<file path="src/rtl/ram_latency_responder_pkg.sv">
// Shared types and helpers for the latency-injecting RAM responder.
// Word width, FSM state encoding and byte-to-word address mapping.
package ram_pkg;

    localparam int unsigned WORD_W = 32;

    typedef enum logic [1:0] {
        IDLE,
        WAIT,
        RESP
    } ram_state_t;

    function automatic logic [31:0] word_index(
        input logic [31:0] addr,
        input int unsigned depth
    );
        return (addr >> 2) & (depth - 1);
    endfunction

endpackage

</file>
<file path="src/rtl/ram_latency_responder_if.sv">
// Word-level RAM request/response bundle between block glue and memory.
// The master issues requests; the slave stalls with ram_miss and answers.
interface ram_latency_responder_if;

    logic        ram_req;
    logic [31:0] ram_addr;
    logic        ram_we;
    logic [31:0] ram_write_word;
    logic [31:0] ram_read_word;
    logic        ram_miss;

    modport master (
        output ram_req,
        output ram_addr,
        output ram_we,
        output ram_write_word,
        input  ram_read_word,
        input  ram_miss
    );

    modport slave (
        input  ram_req,
        input  ram_addr,
        input  ram_we,
        input  ram_write_word,
        output ram_read_word,
        output ram_miss
    );

endinterface

</file>
<file path="src/rtl/ram_latency_responder_word_array.sv">
// DEPTH x 32 storage with a per-word written flag.
// Flags clear asynchronously so reset makes every word read as unwritten.
module ram_word_array
    import ram_pkg::*;
#(
    parameter int unsigned DEPTH = 16
) (
    input  logic                     clock,
    input  logic                     reset,
    input  logic                     wr_en,
    input  logic [$clog2(DEPTH)-1:0] wr_idx,
    input  logic [WORD_W-1:0]        wr_data,
    input  logic [$clog2(DEPTH)-1:0] rd_idx,
    output logic [WORD_W-1:0]        rd_data,
    output logic                     rd_written
);

    logic [WORD_W-1:0] mem [DEPTH];
    logic [DEPTH-1:0]  written;

    // Storage itself is never reset; the written flags decide validity.
    always_ff @(posedge clock) begin
        if (wr_en) begin
            mem[wr_idx] <= wr_data;
        end
    end

    // Mark a word valid once it has been written.
    always_ff @(posedge clock or negedge reset) begin
        if (!reset) begin
            written <= '0;
        end else if (wr_en) begin
            written[wr_idx] <= 1'b1;
        end
    end

    // Combinational read port.
    always_comb begin
        rd_data    = mem[rd_idx];
        rd_written = written[rd_idx];
    end

endmodule

</file>
<file path="src/rtl/ram_latency_responder.sv">
// RAM responder that stalls each word access for LATENCY cycles.
// Unwritten words echo their own byte address on reads.
module ram_latency_responder
    import ram_pkg::*;
#(
    parameter int unsigned DEPTH   = 16,
    parameter int unsigned LATENCY = 2
) (
    input  logic                    clock,
    input  logic                    reset,
    ram_latency_responder_if.slave  bus,
    output logic                    protocol_err
);

    localparam int IDX_W   = $clog2(DEPTH);
    localparam int CNT_W   = (LATENCY > 1) ? $clog2(LATENCY) : 1;
    localparam bit ZERO_LAT = (LATENCY == 0);

    ram_state_t        state;
    logic [CNT_W-1:0]  wait_cnt;
    logic [29:0]       addr_q;
    logic              we_q;

    logic [31:0]       cur_byte;
    logic [31:0]       echo;
    logic              cur_we;
    logic              complete;
    logic              mismatch;
    logic [IDX_W-1:0]  idx;
    logic              wr_en;
    logic [WORD_W-1:0] rd_data;
    logic              rd_written;

    // Completion decode, stall output and read data mux.
    always_comb begin
        cur_byte = ZERO_LAT ? bus.ram_addr : {addr_q, 2'b00};
        cur_we   = ZERO_LAT ? bus.ram_we : we_q;
        echo     = {cur_byte[31:2], 2'b00};
        idx      = IDX_W'(word_index(cur_byte, DEPTH));
        complete = reset && bus.ram_req &&
                   (ZERO_LAT ? (state == IDLE) : (state == RESP));
        wr_en    = complete && cur_we;
        bus.ram_miss = bus.ram_req &&
                       (((state == IDLE) && !ZERO_LAT) || (state == WAIT));
        bus.ram_read_word = '0;
        if (complete && !cur_we) begin
            bus.ram_read_word = rd_written ? rd_data : echo;
        end
        mismatch = bus.ram_req &&
                   ((state == WAIT) || (state == RESP)) &&
                   ((bus.ram_addr[31:2] != addr_q) || (bus.ram_we != we_q));
    end

    // Access FSM, wait counter, request latches and sticky error flag.
    always_ff @(posedge clock or negedge reset) begin
        if (!reset) begin
            state        <= IDLE;
            wait_cnt     <= '0;
            addr_q       <= '0;
            we_q         <= 1'b0;
            protocol_err <= 1'b0;
        end else begin
            if (mismatch) begin
                protocol_err <= 1'b1;
            end
            unique case (state)
                IDLE: begin
                    if (bus.ram_req && !ZERO_LAT) begin
                        addr_q   <= bus.ram_addr[31:2];
                        we_q     <= bus.ram_we;
                        wait_cnt <= CNT_W'(LATENCY - 1);
                        state    <= (LATENCY == 1) ? RESP : WAIT;
                    end
                end
                WAIT: begin
                    if (!bus.ram_req) begin
                        wait_cnt <= '0;
                        state    <= IDLE;
                    end else if (wait_cnt <= CNT_W'(1)) begin
                        wait_cnt <= '0;
                        state    <= RESP;
                    end else begin
                        wait_cnt <= wait_cnt - CNT_W'(1);
                    end
                end
                RESP: begin
                    state <= IDLE;
                end
                default: begin
                    state <= IDLE;
                end
            endcase
        end
    end

    ram_word_array #(
        .DEPTH(DEPTH)
    ) u_array (
        .clock     (clock),
        .reset     (reset),
        .wr_en     (wr_en),
        .wr_idx    (idx),
        .wr_data   (bus.ram_write_word),
        .rd_idx    (idx),
        .rd_data   (rd_data),
        .rd_written(rd_written)
    );

endmodule

</file>
<file path="src/flat_wrapper.sv">
// flat-port wrapper written by rule: the top's interface ports become plain ports
module ram_latency_responder_flat import ram_pkg::*;
#(
    parameter int unsigned DEPTH   = 16,
    parameter int unsigned LATENCY = 2
)
  (clock, reset, protocol_err, bus_ram_req, bus_ram_addr, bus_ram_we, bus_ram_write_word, bus_ram_read_word, bus_ram_miss);
  ram_latency_responder_if bus_i ();
  input  logic clock;
  input  logic reset;
  output logic protocol_err;
  input wire logic [$bits(bus_i.ram_req)-1:0] bus_ram_req;
  input wire logic [$bits(bus_i.ram_addr)-1:0] bus_ram_addr;
  input wire logic [$bits(bus_i.ram_we)-1:0] bus_ram_we;
  input wire logic [$bits(bus_i.ram_write_word)-1:0] bus_ram_write_word;
  output wire logic [$bits(bus_i.ram_read_word)-1:0] bus_ram_read_word;
  output wire logic [$bits(bus_i.ram_miss)-1:0] bus_ram_miss;
  assign bus_i.ram_req = bus_ram_req;
  assign bus_i.ram_addr = bus_ram_addr;
  assign bus_i.ram_we = bus_ram_we;
  assign bus_i.ram_write_word = bus_ram_write_word;
  assign bus_ram_read_word = bus_i.ram_read_word;
  assign bus_ram_miss = bus_i.ram_miss;
  ram_latency_responder #(.DEPTH(DEPTH), .LATENCY(LATENCY)) u_core (.clock(clock), .reset(reset), .bus(bus_i), .protocol_err(protocol_err));
endmodule
</file>
<file path="config.mk">
export PLATFORM = sky130hd
export DESIGN_NAME = ram_latency_responder_flat
export DESIGN_NICKNAME = d
export VERILOG_FILES = /design/src/rtl/ram_latency_responder_pkg.sv /design/src/rtl/ram_latency_responder_if.sv /design/src/rtl/ram_latency_responder_word_array.sv /design/src/rtl/ram_latency_responder.sv /design/src/flat_wrapper.sv
export SDC_FILE = /design/constraint.sdc
export NUM_CORES = 1
export LEC_CHECK = 0
export CAP_MARGIN = 20
export CELL_PAD_IN_SITES_DETAIL_PLACEMENT = 0
export CELL_PAD_IN_SITES_GLOBAL_PLACEMENT = 1
export CORE_MARGIN = 5
export CORE_UTILIZATION = 36
export CTS_BUF_LIST = sky130_fd_sc_hd__clkbuf_16
export CTS_CLUSTER_DIAMETER = 50
export DETAILED_ROUTE_END_ITERATION = 16
export PLACE_DENSITY = 0.64
export SLEW_MARGIN = 20
export SYNTH_ARGS = -nofsm -noshare
export SYNTH_HDL_FRONTEND = slang
export SYNTH_SLANG_ARGS = --single-unit
</file>
<file path="constraint.sdc">
create_clock -name clock -period 3.6 [get_ports clock]
set_clock_uncertainty 0.15 [all_clocks]
set_input_delay 0.72 -clock clock [delete_from_list [all_inputs] [get_ports clock]]
set_output_delay 0.72 -clock clock [all_outputs]
set_load 0.03 [all_outputs]
</file>
==> metrics.csv <==
stage,metric,value,unit
final_layout,register_area,16630,µm²
placed_design,dp_cells,1936,
final_layout,mostFrequentLayoutCells,"edfxtp_1, mux4_2, buf_4",
timing,hold_viol,0,
power_and_ir_drop,power_frac_seq,37.1,%
timing,hold_ws,314.5,ps
floorplanning,start_util,36.38,%
power_and_ir_drop,clockPowerShare,31.1,%
synth,synth_nets,1111,
worst_hold_path,hold_path_class,reg2reg,
detailed_routing,avgViaCountPerCell,5.332,
final_layout,drive_gt1_share,38.24,%
floorplanning,row_count,90,
final_layout,instances_no_fill,2089,
detailed_routing,ant_nets,0,
detailed_routing,wl_met3,3657,µm
final_layout,nets,1328,
critical_path,critical_path_arrival,2780,ps
detailed_routing,wirelength,56330,µm
power_and_ir_drop,netSwitchingFraction,29.29,%
synth,synthFlopType,edfxtp_1,
synth,syn_area,22000,µm²
synth,yosys.area.top_type,edfxtp_1,
global_routing,gr-usage-all-layers,16.88,%
synth,ys_seq_elements,562,
timing,tightest_slew,809.1,ps
timing,timing.slew.headroom,46.06,%
power_and_ir_drop,power_frac_comb,31.7,%
cts,clkTransAtPathRegs,60,ps
synth,synth_edf_count,512,
floorplanning,die_area,66150,µm²
outcome,status,"finished, violations left",
final_layout,utilization,45.84,%
timing,timing.final.crit_period,3651,ps
power_and_ir_drop,vdd_drop_max,0.3907,mV
cts,cts_buffers,67,
synth,syn_inst,1040,
cts,clock_latency,580,ps
detailed_routing,drc,0,
critical_path,endpoint_kind,output port,
global_routing,grt.overflow.total,0,
final_layout,fill_cells,5013,
cts,clock-sinks,562,
detailed_routing,firstDrtPassIters,5,
placed_design,port_buffers,99,
synth,async_reset_ff_share,8.897,%
synth,synth.area.top_cells,"edfxtp_1, mux4_2, dfrtp_1",
final_layout,area_growth_syn_to_layout,26.02,%
power_and_ir_drop,leakagePower,9.186,nW
placed_design,dpl_worst_slack,171.8,ps
timing,finalCritPeriodShare,101.4,%
final_layout,final_common_cell,edfxtp_1,
final_layout,multiInputGateArea,5483,µm²
synth,ys.warnings.count,0,
power_and_ir_drop,power_switching,6.083,mW
global_routing,grt_pass1_wl,81880,µm
cts,cts_tree,built,
critical_path,crit_path_start_kind,register,
floorplanning,core-area,60470,µm²
floorplanning,io_pins,102,
floorplanning,die_height,257.2,µm
placed_design,place.detailed.hpwl,33020,µm
synth,yosysSeqAreaShare,75.58,%
critical_path,cp_max_fo,21,
floorplanning,die_x,257.2,µm
detailed_routing,wire_per_inst,26.96,µm
timing,fmax,0.2739,GHz
timing,finalMaxSlewViolations,0,
power_and_ir_drop,total_power,20.77,mW
timing,setup_violations,11,
synth,syn_avg_cell_area,21.15,µm²
critical_path,path_class,reg2out,
power_and_ir_drop,p_per_area,749.3,nW/µm²
detailed_routing,vias,11138,
timing,rsz0062_at_grt,yes,
cts,htreeDepth,3,
outcome,violations,setup timing,
critical_path,cp.required,2730,ps
detailed_routing,wl_met1,24480,µm
cts,clockBufferDepth,3,
synth,ys_types,36,
detailed_routing,met2WireLength,26970,µm
run,maxCapViolations,0,
detailed_routing,drtIter0Drc,939,
cts,clock-root-buffer,clkbuf_16,
global_routing,grt_max_degree,50,
placed_design,gp_congestion,0.7405,
power_and_ir_drop,cellInternalPower,14.69,mW
detailed_routing,highest-signal-layer,met5,
global_routing,antenna_found_initial,6,
global_routing,first_global_vias,11851,
synth,yosysTopAreaCellShare,69.89,%
timing,worst_slack,-50.70,ps
power groups by stage:
stage / combinational (mW) / clock [mW] / sequential (mW)
floorplan: 3.65 / 0 / 7.69
global placement: 5.29 / 0 / 7.91
detailed placement: 5.33 / 0 / 7.93
CTS: 6.37 / 6.61 / 7.71
global route: 7.03 / 6.89 / 7.74
finish: 6.59 / 6.47 / 7.72
cell usage after synthesis (3+ instances only):
library cell / count
mux2_2: 31
a22oi_1: 58
nor4_1: 4
mux4_2: 134
edfxtp_1: 512
xor2_1: 11
nor2b_1: 3
nand4_1: 7
buf_4: 3
ha_1: 3
buf_1: 6
or2_2: 17
buf_6: 9
nand2_1: 35
mux2i_1: 30
clkbuf_1: 27
inv_1: 3
dfrtp_1: 50
nor2_1: 48
buf_2: 10
xnor2_1: 20
worst paths after layout:
check	start	end	slack, ps	cells past startpoint
min reg2reg	u_core.u_array.written[15]	u_core.u_array.written[15]	310	1
min in group asynchronous	reset	u_core.addr_q[2]	350	2
max in group asynchronous	reset	u_core.addr_q[1]	1920	3
min	u_core.u_array.written[15]	u_core.u_array.written[15]	310	1
max reg2reg	u_core.addr_q[1]	u_core.protocol_err	890	8
max	u_core.addr_q[0]	bus_ram_read_word[23]	-50	8
layer usage:
layer | GRT usage, % | vias up
met4 | 4.399 | 4
li1 | - | 4736
met3 | 4.235 | 72
met1 | 23.58 | 6004
met5 | 0 | -
met2 | 26.78 | 322
critical path, stage by stage (launching register included):
cell	delay, ps
dfrtp_4	450
buf_12	150
mux4_2	510
a22oi_2	220
nand2_2	110
buf_12	200
mux2i_1	160
nor2_2	240
buf_12	160
timing repair:
item | 4_1_cts | 5_1_grt
hold buffers | 1 | 0
resized for setup | 69 | 33
setup buffers | 18 | 8
endpoints found under the hold margin | 1 | 0
setup endpoints to repair | 32 | 32
pin swaps | 31 | 16
gates cloned | 6 | 2
area by class of cell:
cell class	instances	share of cell area [%]
antenna	2	0.01805
sequential	562	60.00
timing repair buffer	203	8.955
inverter	3	0.04062
multi-input combinational	420	19.78
clock buffer	71	6.409
clock inverter	46	1.268
tap	782	3.530
kinds of logic after synthesis:
group / share of synthesized area [%]
adder cells (fa/ha/maj): 0.1706
XOR/XNOR: 1.234
AO/OA/AOI/OAI: 2.252
multiplexers: 16.67
flip-flops: 75.58
AND/OR/NAND/NOR: 2.690
buffers and inverters: 1.405
registers in the layout, summed over array words and instances, names as in the netlist:
register,count
u_core.addr_q,30
u_core.cur_we,1
u_core.protocol_err,1
u_core.state,2
u_core.u_array.mem,512
u_core.u_array.written,16
through the flow:
stage	setup TNS, ps	cell area [µm²]
2_1_floorplan	0	22000
3_3_place_gp	0	24680
3_5_place_dp	0	24680
4_1_cts	-1369	27470
5_1_grt	-3202	27720
6_report	-247.6	27720
Note: power is estimated with default switching activity, not from simulation.
